--- src/rtl/mmio_gpio_bank.sv ---
// ---------------------------------------------------------------------------
// mmio_gpio_bank
//
// Memory-mapped GPIO bank for a simple CPU load/store port. The bank
// provides synchronised input channels with per-channel change detection,
// registered output channels, and a level interrupt.
//
// Register map, as word offsets from BASE_ADDR (block selected when
// addr[31:5] == BASE_ADDR[31:5]):
//   0x00+k  IN_k       RO   synchronised input k, zero-extended
//   0x08+k  OUT_k      RW   output k, OUT_W bits
//   0x10    EDGE_STAT  W1C  bit k set on any change of input k
//   0x11    IRQ_EN     RW   NUM_IN bits
//   0x12    CFG        RO   {NUM_IN, NUM_OUT, IN_W, OUT_W} as bytes
// Other offsets, and absent channels, read as 0 and ignore writes.
//
// Ports:
//   clk       single clock, all state on the rising edge
//   rst       synchronous, active-high reset
//   addr      word address from the MEM stage
//   wr_en     store strobe
//   wr_data   store data
//   rd_en     load strobe
//   rd_data   load data, valid one cycle after rd_en
//   rd_valid  rd_data qualifier
//   gpio_in   asynchronous inputs, channel k = [k*IN_W +: IN_W]
//   gpio_out  registered outputs, channel k = [k*OUT_W +: OUT_W]
//   irq       level interrupt, |(EDGE_STAT & IRQ_EN)
// ---------------------------------------------------------------------------
module mmio_gpio_bank #(
    parameter int          NUM_IN    = 1,
    parameter int          NUM_OUT   = 1,
    parameter int          IN_W      = 8,
    parameter int          OUT_W     = 10,
    parameter logic [31:0] BASE_ADDR = 32'h0000_0100
) (
    input  logic                     clk,
    input  logic                     rst,
    input  logic [31:0]              addr,
    input  logic                     wr_en,
    input  logic [31:0]              wr_data,
    input  logic                     rd_en,
    output logic [31:0]              rd_data,
    output logic                     rd_valid,
    input  logic [NUM_IN*IN_W-1:0]   gpio_in,
    output logic [NUM_OUT*OUT_W-1:0] gpio_out,
    output logic                     irq
);

    localparam logic [4:0]  OFF_EDGE_STAT = 5'h10;
    localparam logic [4:0]  OFF_IRQ_EN    = 5'h11;
    localparam logic [4:0]  OFF_CFG       = 5'h12;
    localparam logic [31:0] CFG_VALUE     = {8'(NUM_IN), 8'(NUM_OUT), 8'(IN_W), 8'(OUT_W)};

    // Input path: two synchroniser stages plus the previous-value stage
    // used for change detection.
    logic [NUM_IN*IN_W-1:0]   r_sync1;
    logic [NUM_IN*IN_W-1:0]   r_sync2;
    logic [NUM_IN*IN_W-1:0]   r_prev;
    logic [1:0]               r_arm;
    logic [NUM_IN-1:0]        r_edge_stat;
    logic [NUM_IN-1:0]        r_irq_en;
    logic [NUM_OUT*OUT_W-1:0] r_out;
    logic [31:0]              r_rd_data;
    logic                     r_rd_valid;

    logic [4:0]        w_off;
    logic              w_sel;
    logic              w_wr;
    logic              w_rd;
    logic [NUM_IN-1:0] w_chan_edge;
    logic [NUM_IN-1:0] w_edge_set;
    logic [NUM_IN-1:0] w_edge_clr;
    logic [NUM_IN-1:0] w_edge_nxt;
    logic [31:0]       w_rd_mux;
    logic              w_unused_wr_data;

    assign w_off = addr[4:0];
    assign w_sel = (addr[31:5] == BASE_ADDR[31:5]);
    assign w_wr  = wr_en & w_sel;
    assign w_rd  = rd_en & w_sel;

    // Only the low register-width bits of a store are ever used.
    assign w_unused_wr_data = ^wr_data;

    // A channel has changed when any of its synchronised bits differs from
    // the value captured one cycle earlier.
    // NOTE: every always_comb output gets a default before any conditional
    // assignment, so no path leaves it unassigned and no latch is inferred.
    always_comb begin
        w_chan_edge = '0;
        for (int k = 0; k < NUM_IN; k++) begin
            w_chan_edge[k] = |(r_sync2[k*IN_W +: IN_W] ^ r_prev[k*IN_W +: IN_W]);
        end
    end

    // The stages come out of reset at 0 while the pins may already sit at
    // a non-zero level; the arm counter masks the resulting false edges
    // until that value has flushed through to r_prev.
    assign w_edge_set = (r_arm == 2'd3) ? w_chan_edge : '0;
    assign w_edge_clr = (w_wr && (w_off == OFF_EDGE_STAT)) ? wr_data[NUM_IN-1:0] : '0;
    // A new edge wins over a same-cycle write-1-to-clear, so no change is lost.
    assign w_edge_nxt = (r_edge_stat & ~w_edge_clr) | w_edge_set;

    // Read mux over the current register values. It is sampled at the same
    // edge that applies any concurrent write, so a same-cycle read returns
    // the pre-write contents.
    always_comb begin
        w_rd_mux = '0;
        if (w_off[4:3] == 2'b00) begin
            for (int k = 0; k < NUM_IN; k++) begin
                if (w_off[2:0] == 3'(k)) begin
                    w_rd_mux[IN_W-1:0] = r_sync2[k*IN_W +: IN_W];
                end
            end
        end else if (w_off[4:3] == 2'b01) begin
            for (int k = 0; k < NUM_OUT; k++) begin
                if (w_off[2:0] == 3'(k)) begin
                    w_rd_mux[OUT_W-1:0] = r_out[k*OUT_W +: OUT_W];
                end
            end
        end else if (w_off == OFF_EDGE_STAT) begin
            w_rd_mux[NUM_IN-1:0] = r_edge_stat;
        end else if (w_off == OFF_IRQ_EN) begin
            w_rd_mux[NUM_IN-1:0] = r_irq_en;
        end else if (w_off == OFF_CFG) begin
            w_rd_mux = CFG_VALUE;
        end
    end

    // NOTE: all sequential state uses non-blocking assignments so each
    // register samples the pre-edge value of every other register.
    // NOTE: the output register array is a handful of flops, not a RAM, so
    // it is reset along with everything else and gpio_out is 0 from reset.
    always_ff @(posedge clk) begin
        if (rst) begin
            r_sync1     <= '0;
            r_sync2     <= '0;
            r_prev      <= '0;
            r_arm       <= 2'd0;
            r_edge_stat <= '0;
            r_irq_en    <= '0;
            r_out       <= '0;
            r_rd_data   <= '0;
            r_rd_valid  <= 1'b0;
        end else begin
            r_sync1     <= gpio_in;
            r_sync2     <= r_sync1;
            r_prev      <= r_sync2;
            if (r_arm != 2'd3) begin
                r_arm <= r_arm + 2'd1;
            end
            r_edge_stat <= w_edge_nxt;

            if (w_wr && (w_off == OFF_IRQ_EN)) begin
                r_irq_en <= wr_data[NUM_IN-1:0];
            end
            for (int k = 0; k < NUM_OUT; k++) begin
                if (w_wr && (w_off == {2'b01, 3'(k)})) begin
                    r_out[k*OUT_W +: OUT_W] <= wr_data[OUT_W-1:0];
                end
            end

            r_rd_valid <= w_rd;
            r_rd_data  <= w_rd ? w_rd_mux : 32'h0;
        end
    end

    assign gpio_out = r_out;
    assign rd_data  = r_rd_data;
    assign rd_valid = r_rd_valid;
    assign irq      = |(r_edge_stat & r_irq_en);

endmodule

--- config.mk ---
export PLATFORM = sky130hd
export DESIGN_NAME = mmio_gpio_bank
export DESIGN_NICKNAME = d
export VERILOG_FILES = /design/src/rtl/mmio_gpio_bank.sv
export SDC_FILE = /design/constraint.sdc
export NUM_CORES = 1
export LEC_CHECK = 0
export ABC_CLOCK_PERIOD_IN_PS = 2800
export CAP_MARGIN = 20
export CORE_UTILIZATION = 37
export CTS_CLUSTER_DIAMETER = 50
export DETAILED_ROUTE_END_ITERATION = 8
export HOLD_SLACK_MARGIN = 0.06
export PLACE_DENSITY = 0.86
export SYNTH_ARGS = -nofsm -noshare
export SYNTH_HDL_FRONTEND = slang
export SYNTH_SLANG_ARGS = --single-unit
export TNS_END_PERCENT = 5
--- constraint.sdc ---
create_clock -name clk -period 2.8 [get_ports clk]
set_clock_uncertainty 0.1 [all_clocks]
set_input_delay 0.56 -clock clk [delete_from_list [all_inputs] [get_ports clk]]
set_output_delay 0.56 -clock clk [all_outputs]
set_load 0.01 [all_outputs]
==> impl_metrics.env <==
export IMPL_synth_avg_cell_area_um2=9.888
export IMPL_fmax_ghz=0.4081
export IMPL_overflow=0
export IMPL_die_h_um=76.20
export IMPL_num_fill_cells=461
export IMPL_total_leakage_power_nw=1.060
export IMPL_grt_usage=0.1542
export IMPL_synth_cell_types=31
export IMPL_gp_congestion=0.7724
export IMPL_worst_r2r_startpoint="r_sync2[3]"
export IMPL_reg2reg_to="r_edge_stat"
export IMPL_drv_cap=0
export IMPL_synth_async_reset_ratio=0
export IMPL_synth_top_area_share=0.4914
export IMPL_crit_required_ns=2.95
export IMPL_fin_nets=362
export IMPL_end_kind="flop"
export IMPL_place_ws_ns=0.009529
export IMPL_grt_pass1_wl_um=7086
export IMPL_die_x_um=76.20
export IMPL_postCtsSetupRepairBufs=0
export IMPL_synth_area_leaders="dfxtp_1, buf_4, nor2b_1"
export IMPL_die_area_mm2=0.005806
export IMPL_drt_wl_total_um=4401
export IMPL_ir_drop_v=0.0002788
export IMPL_power_density_mw_per_mm2=456.4
export IMPL_yosys_area_top_type="dfxtp_1"
export IMPL_rows=26
export IMPL_hp_class="flop to flop"
export IMPL_syn_inst=206
export IMPL_cts_hold_buf=0
export IMPL_numPortBuffers=78
export IMPL_drv_slew=0
export IMPL_yosysSeqAreaShare=0.4914
export IMPL_dp_hpwl_um=3322
export IMPL_crit_type="primary input to flop"
export IMPL_yosys_warnings=0
export IMPL_clockBufferDepth=2
export IMPL_setup_viol_count_final=0
export IMPL_clockRootBuffer="clkbuf_8"
export IMPL_cts_tree="done"
export IMPL_fin_crit_ns=2.451
export IMPL_cp_arrival_ns=2.60
export IMPL_crit_path_end="r_irq_en"
export IMPL_holdWs_ns=0.3405
export IMPL_finalHoldViolCount=0
export IMPL_worst_path_max_fanout=4
export IMPL_r2r_setup_slack_ns=1.68
export IMPL_fin_ws_ns=0.3494
export IMPL_cts_inserted_buffers=5
export IMPL_ys_ff_latch=50
export IMPL_synth_edff_count=0
export IMPL_grt_start_max_net_pins=39
export IMPL_synth_area_mm2=0.002037
export IMPL_dr_pass1_iters=5
export IMPL_drt_iter0_drc=215
export IMPL_core_area_mm2=0.005205
export IMPL_diodes=0
export IMPL_initial_core_util=0.3913
export IMPL_cts_resized=0
export IMPL_postRouteAntennaNets=0
export IMPL_fin_crit_sh=0.8752
export IMPL_cts_max_level=2
export IMPL_layout_drive_gt1_share=0.06993
export IMPL_routed_via_density=4.803
export IMPL_drc=0
export IMPL_rsz0062_at_grt="no"
export IMPL_clk_pin_slew_ns=0.09
export IMPL_clk_latency_ns=0.31
export IMPL_synthFlopType="dfxtp_1"
export IMPL_io_pins=120
export IMPL_cts_sinks=50
export IMPL_grt_pass1_vias=1505
export IMPL_critPathLaunch="addr[10]"
export IMPL_vias=1710
export IMPL_r2r_cells=4
export IMPL_post_drt_wl_per_cell_um=12.36
export IMPL_area_delta_synth_final_pct=43.24
export IMPL_cp_start_kind="primary input"
export IMPL_status="completed"
export IMPL_final_setup_tns_ns=0
export IMPL_grt_antenna_before_repair=0
metal layers:
metal / wire length (um) / GRT usage / vias up / share of wire
met5: 0 / 0 / - / 0
met4: 58 / 0.04615 / 0 / 0.013
met3: 336 / 0.05988 / 9 / 0.076
met2: 2192 / 0.2555 / 75 / 0.50
met1: 1814 / 0.1845 / 781 / 0.41
li1: - / - / 845 / -
area by class of cell:
type,count,area [um2],area share
Timing Repair Buffer,84,825.8,0.2830
Inverter,3,11.26,0.003859
Multi-Input combinational cell,141,900.9,0.3087
Clock inverter,1,5.005,0.001715
Clock buffer,7,86.33,0.02959
Tap cell,70,87.58,0.03002
Sequential cell,50,1001,0.3431
cells in the mapped netlist (all sizes together) (2+ instances only):
master,n
a21oi,15
and2,2
and4,3
buf,24
clkbuf,6
dfxtp,50
inv,3
mux2,3
mux2i,7
nand2,4
nand4,13
nor2,11
nor2b,24
nor4,5
o31ai,11
or4,4
or4b,3
xnor2,8
metrics by stage:
stage | instance area [um2] | total power, mW | instances | utilization
3_5_place_dp | 2826 | 0.9167 | 348 | 0.5430
3_3_place_gp | 2826 | 0.9105 | 348 | 0.5430
6_report | 2918 | 1.332 | 356 | 0.5606
5_1_grt | 2918 | 1.383 | 356 | 0.5606
4_1_cts | 2918 | 1.336 | 356 | 0.5606
2_1_floorplan | 2105 | 0.8430 | 224 | -
flip-flops by register name (all words and copies together), names as in the netlist:
| signal | count |
|---|---|
| rd_valid | 1 |
| r_edge_stat | 1 |
| r_arm | 2 |
| gpio_out | 10 |
| r_sync1 | 8 |
| rd_data | 11 |
| r_irq_en | 1 |
| r_prev | 8 |
| r_sync2 | 8 |
worst min-delay path by stage:
stage / startpoint / end / slack, ns / cells past startpoint
floorplan: r_sync1[0] / r_sync2[0] / 0.31 / 1
global placement: r_sync1[3] / r_sync2[3] / 0.32 / 1
detailed placement: r_sync1[0] / r_sync2[0] / 0.32 / 1
CTS: r_sync1[0] / r_sync2[0] / 0.35 / 1
global route: r_sync1[3] / r_sync2[3] / 0.36 / 1
finish: r_sync1[0] / r_sync2[0] / 0.34 / 1
critical path: stages:
cell	delay [ns]
clkdlybuf4s50_1	0.39
or4_4	0.55
or4_4	0.55
or4_1	0.41
a21oi_1	0.14
logic make-up after synthesis:
| family | count (synthesis) | share of synthesized area |
|---|---|---|
| DFF | 50 | 0.4914 |
| other | 1 | 0.001841 |
| AOI/OAI and AO/OA | 28 | 0.08415 |
| adders and majority gates | 1 | 0.006142 |
| muxes | 10 | 0.05098 |
| buffers and inverters | 33 | 0.09951 |
| and+or+nand+nor | 74 | 0.2273 |
| xor gates and xnor gates | 9 | 0.03870 |
layout by cell type, fill, tap and decap left out, types with 2 or more instances in the layout:
cell,count
nor2b_1,24
nand2_1,4
clkbuf_8,6
mux2i_1,7
buf_4,6
nand4_1,13
o31ai_1,11
and2_1,2
a21oi_1,15
xnor2_1,8
nor2_1,11
clkdlybuf4s50_1,78
and4_1,3
conb_1,19
or4_4,3
inv_1,3
dfxtp_1,50
nor4_1,5
or4b_1,2
mux2_2,3
power breakdown:
part | total [mW] | leakage, nW | internal, mW | switching (mW)
registers | 0.745 | 0.407 | 0.732 | 0.0124
clock network | 0.432 | 0.0482 | 0.200 | 0.232
logic | 0.155 | 0.604 | 0.0976 | 0.0574
total | 1.33 | 1.06 | 1.03 | 0.302
(Power assumes the default switching activity.)
==> edit, RTL diff (same flow settings) <==
Make the reset (`rst`) asynchronous in one clocked block. Comments in the files are not updated.
--- a/src/rtl/mmio_gpio_bank.sv
+++ b/src/rtl/mmio_gpio_bank.sv
@@ -132,7 +132,7 @@
     // register samples the pre-edge value of every other register.
     // NOTE: the output register array is a handful of flops, not a RAM, so
     // it is reset along with everything else and gpio_out is 0 from reset.
-    always_ff @(posedge clk) begin
+    always_ff @(posedge clk or posedge rst) begin
         if (rst) begin
             r_sync1     <= '0;
             r_sync2     <= '0;
Check against the original RTL: differs if rst is asserted again (counterexample within 4 cycles, from zero or initial values and one cycle with rst high); with rst held inactive, the same outputs for 10 cycles.
==> edit against the unedited design <==
- combinational power decreased by 15%
- area after synthesis fell by 2.2%
- worst setup slack better by 0.10 ns
- routed wire length fell by 11%
- sequential cell count is the same
- largest power group unchanged
- die area fell by 2.2%
- final area fell by 1.1%
- global-route usage fell by 0.62 points
- maximum frequency up 4.3%
- power down 2.5%
- highest routed layer unchanged
- critical path type unchanged
==> edit: results <==
export IMPL_status="finished clean"
export IMPL_critical_path_reg2reg_startpoint="r_sync2[3]"
export IMPL_dr_wl_met3_um=258
export IMPL_slew_headroom_pct=59.1
export IMPL_synth_common_cells="50 x dfrtp_1, 21 x buf_4, 13 x mux2_2, 10 x nor2_1, 9 x xnor2_1"
export IMPL_grt_pass1_vias=1389
export IMPL_grt_max_degree=51
export IMPL_reg2reg_slack_ns=1.61
export IMPL_drtPass1Iterations=4
export IMPL_track_usage_pct=14.8
export IMPL_vias_per_cell=4.41
export IMPL_cp_arrival_ns=2.48
export IMPL_min_to="r_sync2[4]"
export IMPL_synthFlopType="dfrtp_1"
export IMPL_grt_pass1_wl_um=6100
export IMPL_drive_gt1_share_pct=11.8
export IMPL_fillers=454
export IMPL_fin_nets=314
export IMPL_hold_depth=0
export IMPL_hpwl_um=2940
export IMPL_placed_area_sq_um=2790
export IMPL_crit_end="rd_data[9]"
export IMPL_met3_usage_pct=4.50
export IMPL_synthTopCellsByArea="dfrtp_1 63%, buf_4 7.9%, mux2_2 7.3%"
export IMPL_wl_met1_um=1610
export IMPL_crit_start="addr[30]"
export IMPL_internal_power_mw=1.02
export IMPL_ys_seq_area_share_pct=62.8
export IMPL_reg2reg_to="r_edge_stat"
export IMPL_finalCriticalPeriod_ns=2.35
export IMPL_wl_per_cell_um=12.7
export IMPL_ys_async_sr_fraction_pct=100
export IMPL_holdCritStartpoint="r_sync1[4]"
export IMPL_synthDistinctLibCells=28
export IMPL_route_met2_wl_um=2000
export IMPL_met2_usage_pct=26.8
export IMPL_gp_congestion=0.808
-- edit: worst max-delay path, cell delays in order --
cell and delay, ns:
clkdlybuf4s50_1 0.41, nor4_1 0.30, nand4_1 0.25, or3_2 0.68, inv_1 0.13, and3_1 0.15
-- edit: kinds of logic (layout without fill, tap and decap cells) --
kind of cell | after synthesis | in the layout | share of synthesized area [%]
other | 1 | 19 | 0.188
muxes | 13 | 13 | 7.35
xor gates and xnor gates | 9 | 9 | 3.96
buffers and inverters | 26 | 93 | 8.92
and+or+nand+nor | 40 | 40 | 11.7
adders and majority gates | 1 | 1 | 0.628
DFF | 50 | 50 | 62.8
AOI/OAI and AO/OA | 13 | 13 | 4.46
-- edit: per-stage QoR --
step           setup slack (ns)  total power [mW]  instances  hold WS [ns]  utilization [%]
5_1_grt                   0.294              1.36        308         0.262             56.2
2_1_floorplan             0.568             0.825        171         0.231                -
6_report                  0.450              1.30        308         0.253             56.2
4_1_cts                   0.450              1.32        308         0.254             56.2
3_3_place_gp              0.147             0.891        300         0.231             54.3
3_5_place_dp              0.129             0.895        300         0.235             54.3
-- edit: power groups by stage --
stage | sequential [mW] | clock, mW | combinational (mW)
2_1_floorplan | 0.761 | 0 | 0.0647
3_3_place_gp | 0.762 | 0 | 0.129
3_5_place_dp | 0.764 | 0 | 0.131
4_1_cts | 0.749 | 0.437 | 0.132
5_1_grt | 0.751 | 0.467 | 0.145
6_report | 0.749 | 0.419 | 0.131
-- edit: cell type report --
class | count | area, sq um | area share, %
Clock buffer | 6 | 82.6 | 2.86
Clock inverter | 2 | 12.5 | 0.433
Inverter | 3 | 11.3 | 0.390
Multi-Input combinational cell | 95 | 631 | 21.8
Sequential cell | 50 | 1250 | 43.3
Tap cell | 70 | 87.6 | 3.03
Timing Repair Buffer | 82 | 811 | 28.1
